**config.mk**
```make
export PLATFORM = sky130hd
export DESIGN_NAME = mem_port_arbiter_flat
export DESIGN_NICKNAME = d
export VERILOG_FILES = /design/src/rtl/mem_port_arbiter_pkg.sv /design/src/rtl/mem_port_arbiter_if.sv /design/src/rtl/mem_port_arbiter_starve_cnt.sv /design/src/rtl/mem_port_arbiter.sv /design/src/flat_wrapper.sv
export SDC_FILE = /design/constraint.sdc
export NUM_CORES = 1
export LEC_CHECK = 0
export BUFFER_PORTS_ARGS = -buffer_cell sky130_fd_sc_hd__buf_2
export CORE_MARGIN = 2
export CORE_UTILIZATION = 30
export DETAILED_ROUTE_END_ITERATION = 8
export GPL_ROUTABILITY_DRIVEN = 0
export HOLD_SLACK_MARGIN = 0.15
export PLACE_DENSITY_LB_ADDON = 0.12
export SLEW_MARGIN = 0
export SYNTH_ARGS = -nofsm -noshare
export SYNTH_HDL_FRONTEND = slang
export SYNTH_SLANG_ARGS = --single-unit
```
**constraint.sdc**
```tcl
create_clock -name clk -period 1.5 [get_ports clk]
set_input_delay 0.075 -clock clk [delete_from_list [all_inputs] [get_ports clk]]
set_output_delay 0.075 -clock clk [all_outputs]
set_load 0.05 [all_outputs]
```
**src/rtl/mem_port_arbiter_pkg.sv**
```systemverilog
// Shared types for the fetch/mem-stage memory port arbiter: FSM states, winner ids
// and the fixed-priority winner rule.
package mem_port_arbiter_pkg;

  typedef enum logic [1:0] {
    ST_IDLE   = 2'd0,
    ST_ACCESS = 2'd1,
    ST_RESP   = 2'd2
  } state_t;

  typedef enum logic {
    WIN_IF = 1'b0,
    WIN_DM = 1'b1
  } win_t;

  // Mem stage wins unless fetch is also asking and has been passed over too often.
  function automatic win_t pick_winner(input logic if_req, input logic dm_req,
                                       input logic fetch_starved);
    return (dm_req && (!if_req || !fetch_starved)) ? WIN_DM : WIN_IF;
  endfunction

endpackage

```
**src/rtl/mem_port_arbiter_if.sv**
```systemverilog
// Bundle of the fetch port, mem-stage port, memory port and stall outputs.
// slave = the arbiter, master = requesters plus memory model.
interface mem_port_arbiter_if #(
  parameter int ADDR_W = 32,
  parameter int DATA_W = 32
);
  localparam int BE_W = DATA_W / 8;

  logic              if_req;
  logic [ADDR_W-1:0] if_addr;
  logic              if_ack;
  logic [DATA_W-1:0] if_rdata;

  logic              dm_req;
  logic              dm_we;
  logic [BE_W-1:0]   dm_be;
  logic [ADDR_W-1:0] dm_addr;
  logic [DATA_W-1:0] dm_wdata;
  logic              dm_ack;
  logic [DATA_W-1:0] dm_rdata;

  logic              mem_en;
  logic              mem_we;
  logic [BE_W-1:0]   mem_be;
  logic [ADDR_W-1:0] mem_addr;
  logic [DATA_W-1:0] mem_wdata;
  logic [DATA_W-1:0] mem_rdata;

  logic              fetch_stall;
  logic              mem_stall;

  modport slave (
    input  if_req, if_addr, dm_req, dm_we, dm_be, dm_addr, dm_wdata, mem_rdata,
    output if_ack, if_rdata, dm_ack, dm_rdata,
    output mem_en, mem_we, mem_be, mem_addr, mem_wdata, fetch_stall, mem_stall
  );

  modport master (
    output if_req, if_addr, dm_req, dm_we, dm_be, dm_addr, dm_wdata, mem_rdata,
    input  if_ack, if_rdata, dm_ack, dm_rdata,
    input  mem_en, mem_we, mem_be, mem_addr, mem_wdata, fetch_stall, mem_stall
  );
endinterface

```
**src/rtl/mem_port_arbiter_starve_cnt.sv**
```systemverilog
// Winner select for the shared port plus the saturating count of consecutive
// mem-stage grants taken while fetch was waiting.
module mem_port_arbiter_starve_cnt
  import mem_port_arbiter_pkg::*;
#(
  parameter int STARVE_MAX = 4
) (
  input  logic clk,
  input  logic rst_n,
  input  logic if_req,
  input  logic dm_req,
  input  logic grant,
  output win_t winner
);
  localparam int CNT_W = $clog2(STARVE_MAX + 1);

  logic [CNT_W-1:0] starve_reg, starve_next;
  logic             fetch_starved;

  assign fetch_starved = (starve_reg >= CNT_W'(STARVE_MAX));
  assign winner        = pick_winner(if_req, dm_req, fetch_starved);

  // Only grants while fetch is pending count; any other grant restarts the run.
  always_comb begin
    starve_next = starve_reg;
    if (grant) begin
      if (winner == WIN_DM && if_req) begin
        if (!fetch_starved) starve_next = starve_reg + CNT_W'(1);
      end else begin
        starve_next = '0;
      end
    end
  end

  always_ff @(posedge clk or negedge rst_n) begin
    if (!rst_n) starve_reg <= '0;
    else        starve_reg <= starve_next;
  end
endmodule

```
**src/rtl/mem_port_arbiter.sv**
```systemverilog
// Single-ported memory shared by fetch and mem stage: one access in flight,
// sequenced IDLE -> ACCESS (WAIT_CYCLES+1 cycles) -> RESP (ack) -> IDLE.
module mem_port_arbiter
  import mem_port_arbiter_pkg::*;
#(
  parameter int ADDR_W      = 32,
  parameter int DATA_W      = 32,
  parameter int WAIT_CYCLES = 1,
  parameter int STARVE_MAX  = 4
) (
  input logic              clk,
  input logic              rst_n,
  mem_port_arbiter_if.slave bus
);
  localparam int BE_W = DATA_W / 8;
  localparam int K_W  = $clog2(WAIT_CYCLES + 1);

  state_t            state_reg, state_next;
  logic [K_W-1:0]    k_reg, k_next;
  win_t              win_reg, win_next;
  logic [ADDR_W-1:0] addr_reg, addr_next;
  logic              we_reg, we_next;
  logic [BE_W-1:0]   be_reg, be_next;
  logic [DATA_W-1:0] wdata_reg, wdata_next;
  logic              mem_en_reg, mem_en_next;
  logic              if_ack_reg, if_ack_next;
  logic              dm_ack_reg, dm_ack_next;
  logic [DATA_W-1:0] if_rdata_reg, if_rdata_next;
  logic [DATA_W-1:0] dm_rdata_reg, dm_rdata_next;

  win_t            arb_win;
  logic            grant;
  logic [BE_W-1:0] lane_be;

  assign grant = (state_reg == ST_IDLE) && (bus.if_req || bus.dm_req);

  mem_port_arbiter_starve_cnt #(.STARVE_MAX(STARVE_MAX)) u_starve (
    .clk    (clk),
    .rst_n  (rst_n),
    .if_req (bus.if_req),
    .dm_req (bus.dm_req),
    .grant  (grant),
    .winner (arb_win)
  );

  // Loads read whole words, so only stores pass their byte enables through.
  for (genvar gi = 0; gi < BE_W; gi++) begin : g_lane_be
    assign lane_be[gi] = ~bus.dm_we | bus.dm_be[gi];
  end

  always_comb begin
    state_next    = state_reg;
    k_next        = k_reg;
    win_next      = win_reg;
    addr_next     = addr_reg;
    we_next       = we_reg;
    be_next       = be_reg;
    wdata_next    = wdata_reg;
    mem_en_next   = 1'b0;
    if_ack_next   = 1'b0;
    dm_ack_next   = 1'b0;
    if_rdata_next = if_rdata_reg;
    dm_rdata_next = dm_rdata_reg;
    case (state_reg)
      ST_IDLE: begin
        if (grant) begin
          state_next  = ST_ACCESS;
          k_next      = '0;
          win_next    = arb_win;
          mem_en_next = 1'b1;
          if (arb_win == WIN_DM) begin
            addr_next  = bus.dm_addr;
            we_next    = bus.dm_we;
            be_next    = lane_be;
            wdata_next = bus.dm_wdata;
          end else begin
            addr_next = bus.if_addr;
            we_next   = 1'b0;
            be_next   = '1;
          end
        end
      end
      ST_ACCESS: begin
        if (k_reg == K_W'(WAIT_CYCLES)) begin
          state_next = ST_RESP;
          if (win_reg == WIN_IF) begin
            if_rdata_next = bus.mem_rdata;
            if_ack_next   = 1'b1;
          end else begin
            if (!we_reg) dm_rdata_next = bus.mem_rdata;
            dm_ack_next = 1'b1;
          end
        end else begin
          k_next = k_reg + K_W'(1);
        end
      end
      ST_RESP: state_next = ST_IDLE;
      default: state_next = ST_IDLE;
    endcase
  end

  always_ff @(posedge clk or negedge rst_n) begin
    if (!rst_n) begin
      state_reg    <= ST_IDLE;
      k_reg        <= '0;
      win_reg      <= WIN_IF;
      addr_reg     <= '0;
      we_reg       <= 1'b0;
      be_reg       <= '0;
      wdata_reg    <= '0;
      mem_en_reg   <= 1'b0;
      if_ack_reg   <= 1'b0;
      dm_ack_reg   <= 1'b0;
      if_rdata_reg <= '0;
      dm_rdata_reg <= '0;
    end else begin
      state_reg    <= state_next;
      k_reg        <= k_next;
      win_reg      <= win_next;
      addr_reg     <= addr_next;
      we_reg       <= we_next;
      be_reg       <= be_next;
      wdata_reg    <= wdata_next;
      mem_en_reg   <= mem_en_next;
      if_ack_reg   <= if_ack_next;
      dm_ack_reg   <= dm_ack_next;
      if_rdata_reg <= if_rdata_next;
      dm_rdata_reg <= dm_rdata_next;
    end
  end

  assign bus.mem_en      = mem_en_reg;
  assign bus.mem_we      = mem_en_reg & we_reg;
  assign bus.mem_be      = be_reg;
  assign bus.mem_addr    = addr_reg;
  assign bus.mem_wdata   = wdata_reg;
  assign bus.if_ack      = if_ack_reg;
  assign bus.dm_ack      = dm_ack_reg;
  assign bus.if_rdata    = if_rdata_reg;
  assign bus.dm_rdata    = dm_rdata_reg;
  assign bus.fetch_stall = bus.if_req & ~if_ack_reg;
  assign bus.mem_stall   = bus.dm_req & ~dm_ack_reg;
endmodule

```
**src/flat_wrapper.sv**
```systemverilog
// flat-port wrapper written by rule: the top's interface ports become plain ports
module mem_port_arbiter_flat import mem_port_arbiter_pkg::*;
#(
  parameter int ADDR_W      = 32,
  parameter int DATA_W      = 32,
  parameter int WAIT_CYCLES = 1,
  parameter int STARVE_MAX  = 4
)
  (clk, rst_n, bus_if_req, bus_if_addr, bus_dm_req, bus_dm_we, bus_dm_be, bus_dm_addr, bus_dm_wdata, bus_mem_rdata, bus_if_ack, bus_if_rdata, bus_dm_ack, bus_dm_rdata, bus_mem_en, bus_mem_we, bus_mem_be, bus_mem_addr, bus_mem_wdata, bus_fetch_stall, bus_mem_stall);
  mem_port_arbiter_if #(.ADDR_W(ADDR_W), .DATA_W(DATA_W)) bus_i ();
  input logic clk;
  input logic rst_n;
  input wire logic [$bits(bus_i.if_req)-1:0] bus_if_req;
  input wire logic [$bits(bus_i.if_addr)-1:0] bus_if_addr;
  input wire logic [$bits(bus_i.dm_req)-1:0] bus_dm_req;
  input wire logic [$bits(bus_i.dm_we)-1:0] bus_dm_we;
  input wire logic [$bits(bus_i.dm_be)-1:0] bus_dm_be;
  input wire logic [$bits(bus_i.dm_addr)-1:0] bus_dm_addr;
  input wire logic [$bits(bus_i.dm_wdata)-1:0] bus_dm_wdata;
  input wire logic [$bits(bus_i.mem_rdata)-1:0] bus_mem_rdata;
  output wire logic [$bits(bus_i.if_ack)-1:0] bus_if_ack;
  output wire logic [$bits(bus_i.if_rdata)-1:0] bus_if_rdata;
  output wire logic [$bits(bus_i.dm_ack)-1:0] bus_dm_ack;
  output wire logic [$bits(bus_i.dm_rdata)-1:0] bus_dm_rdata;
  output wire logic [$bits(bus_i.mem_en)-1:0] bus_mem_en;
  output wire logic [$bits(bus_i.mem_we)-1:0] bus_mem_we;
  output wire logic [$bits(bus_i.mem_be)-1:0] bus_mem_be;
  output wire logic [$bits(bus_i.mem_addr)-1:0] bus_mem_addr;
  output wire logic [$bits(bus_i.mem_wdata)-1:0] bus_mem_wdata;
  output wire logic [$bits(bus_i.fetch_stall)-1:0] bus_fetch_stall;
  output wire logic [$bits(bus_i.mem_stall)-1:0] bus_mem_stall;
  assign bus_i.if_req = bus_if_req;
  assign bus_i.if_addr = bus_if_addr;
  assign bus_i.dm_req = bus_dm_req;
  assign bus_i.dm_we = bus_dm_we;
  assign bus_i.dm_be = bus_dm_be;
  assign bus_i.dm_addr = bus_dm_addr;
  assign bus_i.dm_wdata = bus_dm_wdata;
  assign bus_i.mem_rdata = bus_mem_rdata;
  assign bus_if_ack = bus_i.if_ack;
  assign bus_if_rdata = bus_i.if_rdata;
  assign bus_dm_ack = bus_i.dm_ack;
  assign bus_dm_rdata = bus_i.dm_rdata;
  assign bus_mem_en = bus_i.mem_en;
  assign bus_mem_we = bus_i.mem_we;
  assign bus_mem_be = bus_i.mem_be;
  assign bus_mem_addr = bus_i.mem_addr;
  assign bus_mem_wdata = bus_i.mem_wdata;
  assign bus_fetch_stall = bus_i.fetch_stall;
  assign bus_mem_stall = bus_i.mem_stall;
  mem_port_arbiter #(.ADDR_W(ADDR_W), .DATA_W(DATA_W), .WAIT_CYCLES(WAIT_CYCLES), .STARVE_MAX(STARVE_MAX)) u_core (.clk(clk), .rst_n(rst_n), .bus(bus_i));
endmodule
```
==> summary.md <==
* **Routed WL** 17.25 mm
* **clock latency reported for the late side of the worst-skew pair** 0.41 ns
* **number of DRC markers in iteration 0** 154
* **Maximum Capacitance Violations** 0
* **critical path buffer and inverter count** 1
* **category of the most critical setup path** reg2reg
* **Clock Root Buffer** clkbuf_16
* **mapped cell area** 0.005952 mm²
* **origin of the worst min-delay path** bus_dm_req
* **CP top delay family** flip-flops
* **critical path required time** 1.79 ns
* **post-route setup TNS** 0 ns
* **antenna cell count** 0
* **Endpoint, Worst Hold** u_core.we_reg
* **clock sinks** 143
* **full die area** 0.02098 mm²
* **Final Setup Violations** 0
* **slowest cell delay on critical path** 0.43 ns
* **power per cell area** 2632 mW/mm²
* **critical path cell sequence** nor2b_4, and4_4, buf_12, mux2_4
* **Post-Syn Area per Cell** 13.81 µm²
* **launch point of the critical path** u_core.state_reg[1]
* **detailed-route wire length per cell** 15.30 µm
* **detailed-route via count** 5024
* **Worst Hold Class** in2reg
* **final max-slew violation count** 0
* **commonest non-fill, non-tap cell in the layout** buf_2
* **number of global-route vias before repair** 5311
* **minimum setup slack among reg-to-reg paths** 0.04 ns
* **fraction of layout instances using a drive strength above 1** 50.93%
* **share of the clock period used by the worst path after layout** 97.29%
* **CTS Buffer Depth** 2
* **hold depth** 3
* **maximum net fanout on the critical path** 16
* **core box area** 0.01946 mm²
* **fraction of the yosys area taken by sequential cells** 60.12%
* **area added between synthesis and finish** 63.67%
* **Post-CTS Setup Repair Bufs** 0
* **top-level port count** 275
* **Starting Density** 30.58%
* **final critical delay including setup and external delays** 1.459 ns
* **number of placed cells counting well taps** 959
* **Yosys reg bits** 143
* **drt first pass iters** 6
* **clock-pin transition on the worst setup and hold timing paths** 0.06 ns
* **die extent in y** 144.9 µm
* **initial antenna violation count** 0
* **Static Leak** 4.646 nW
* **Final #Nets** 988
* **Worst Skew** 0.007334 ns
* **launch instance of the worst register-to-register path** u_core.state_reg[1]
* **Fin. Hold Viols** 0
* **number of placement rows** 51
* **TritonCTS clock tree** built
* **maximum clock rate** 0.6852 GHz
* **end of the worst register-to-register path** u_core.bus.dm_rdata[4]
* **startpoint type of the worst setup path** flop
* **outcome** complete, no violations
* **final cell count without fillers** 1127
* **maximum number of pins on one net before global-route repair** 51
* **CTS HTree Levels** 4
* **global-route wire length before repair** 26.34 mm
* **DRC violations left** 0
* **global router's overall resource usage** 16.22%
* **slowest cell on the critical path** dfrtp_1
* **leading cell types in the layout, fill and taps excluded** buf_2, dfrtp_1, dlygate4sd3_1
* **port buffer count** 274
* **cell count of the worst reg-to-reg path** 4
* **crit end category** flop
* **count of cell types in the netlist** 32
* **worst slew pin tran** 0.3986 ns
* **Avg Vias per Cell** 4.458
* **CP arrival** 1.75 ns
* **yosys synthesis warning count** 0
* **cell count after synthesis** 431
* **Post-DRT Antenna Nets** 0
* **headroom to the max-slew limit** 73.42%
* **number of nets produced by synthesis** 570
* **width of the chip** 144.9 µm
* **Overflow after GRT** 0
* **RSZ-0062 raised after global routing** yes
* **peak ir drop on the vdd network** 1137 µV
* **placed wire-length estimate after detailed placement** 11.26 mm
* **total power after layout** 25.64 mW
* **CTS buffer count** 17
stage by stage:
step | utilization [%] | hold WS [ns] | instance area (µm²) | worst slack, ns
floorplan | - | -0.2206 | 5952 | 0.02829
global placement | 39.49 | -0.05903 | 7685 | 0.009024
detailed placement | 39.49 | -0.05886 | 7685 | -0.009662
CTS | 49.78 | 0.1527 | 9688 | 0.004252
global route | 50.05 | 0.1894 | 9742 | -0.03137
finish | 50.05 | 0.1778 | 9742 | 0.04058
Yosys cell counts:
library cell,count,area share (%)
a21bo_2,1,0.17
and4_4,1,0.19
inv_2,1,0.063
nand2_1,65,4.1
nor2_4,1,0.19
a21o_1,1,0.13
nor2b_1,2,0.21
and4b_1,1,0.17
nand4_1,1,0.11
or2_1,1,0.11
a22o_1,2,0.29
o21ai_0,3,0.25
buf_2,8,0.67
dfrtp_1,143,60
inv_1,5,0.32
mux2_4,35,8.8
nand3_2,1,0.17
mux2_2,62,12
buf_6,7,1.3
ha_1,2,0.42
and3_1,1,0.11
clkbuf_1,10,0.63
o22a_1,4,0.59
nor2b_4,1,0.23
and3_4,1,0.19
and2_1,2,0.21
nand2_4,1,0.19
a31oi_2,10,2.1
buf_12,3,1.0
a31oi_1,22,2.3
a21oi_1,32,2.7
a21boi_2,1,0.19
routing by layer:
| metal | up-vias | track usage (%) | part of all wire [%] |
|---|---|---|---|
| met1 | 2450 | 19.46 | 43 |
| met4 | 0 | 5.519 | 1.6 |
| met5 | - | 0 | 0 |
| met3 | 23 | 4.870 | 7.5 |
| li1 | 2352 | - | - |
| met2 | 199 | 27.76 | 48 |
report_power, final:
group / total (mW) / internal (mW) / switching [mW]
clock: 4.69 / 3.01 / 1.68
combinational: 14.0 / 4.45 / 9.58
sequential: 6.92 / 5.84 / 1.09
total: 25.6 / 13.3 / 12.3
area by class of cell:
class | count | area, µm²
fillers | 1742 | 9721
flip-flops and latches | 143 | 3578
repair buffers | 427 | 2994
multi-input cells | 254 | 2163
clock buffers | 19 | 442.9
well taps | 265 | 331.6
clock inverters | 13 | 209.0
inverters | 6 | 22.52
worst min-delay path, stage by stage:
cell,delay [ns]
buf_2,0.14
nand4_1,0.20
o21ai_0,0.12
worst max-delay path by stage:
| stage | end | cells after the start |
|---|---|---|
| 5_1_grt | u_core.bus.if_rdata[28] | 4 |
| 3_5_place_dp | u_core.bus.dm_rdata[0] | 4 |
| 3_3_place_gp | u_core.bus.dm_rdata[0] | 4 |
| 4_1_cts | u_core.bus.dm_rdata[0] | 4 |
| 2_1_floorplan | u_core.bus.dm_rdata[10] | 5 |
| 6_report | u_core.bus.dm_rdata[4] | 4 |
repair_timing:
action | CTS | global route
pin swaps | 1 | 1
gates cloned | 0 | 1
resized for setup | 0 | 7
endpoints found under the setup margin | 1 | 58
hold buffers | 135 | 0
endpoints found under the hold margin | 276 | 0
kinds of logic after synthesis:
logic type	Yosys count	synth area share, %
compound gates	76	8.724
fa+ha+maj	2	0.4204
buf+inv	34	4.015
flops	143	60.12
simple gates	79	6.159
mux	97	20.56
(Power assumes the default switching activity.)
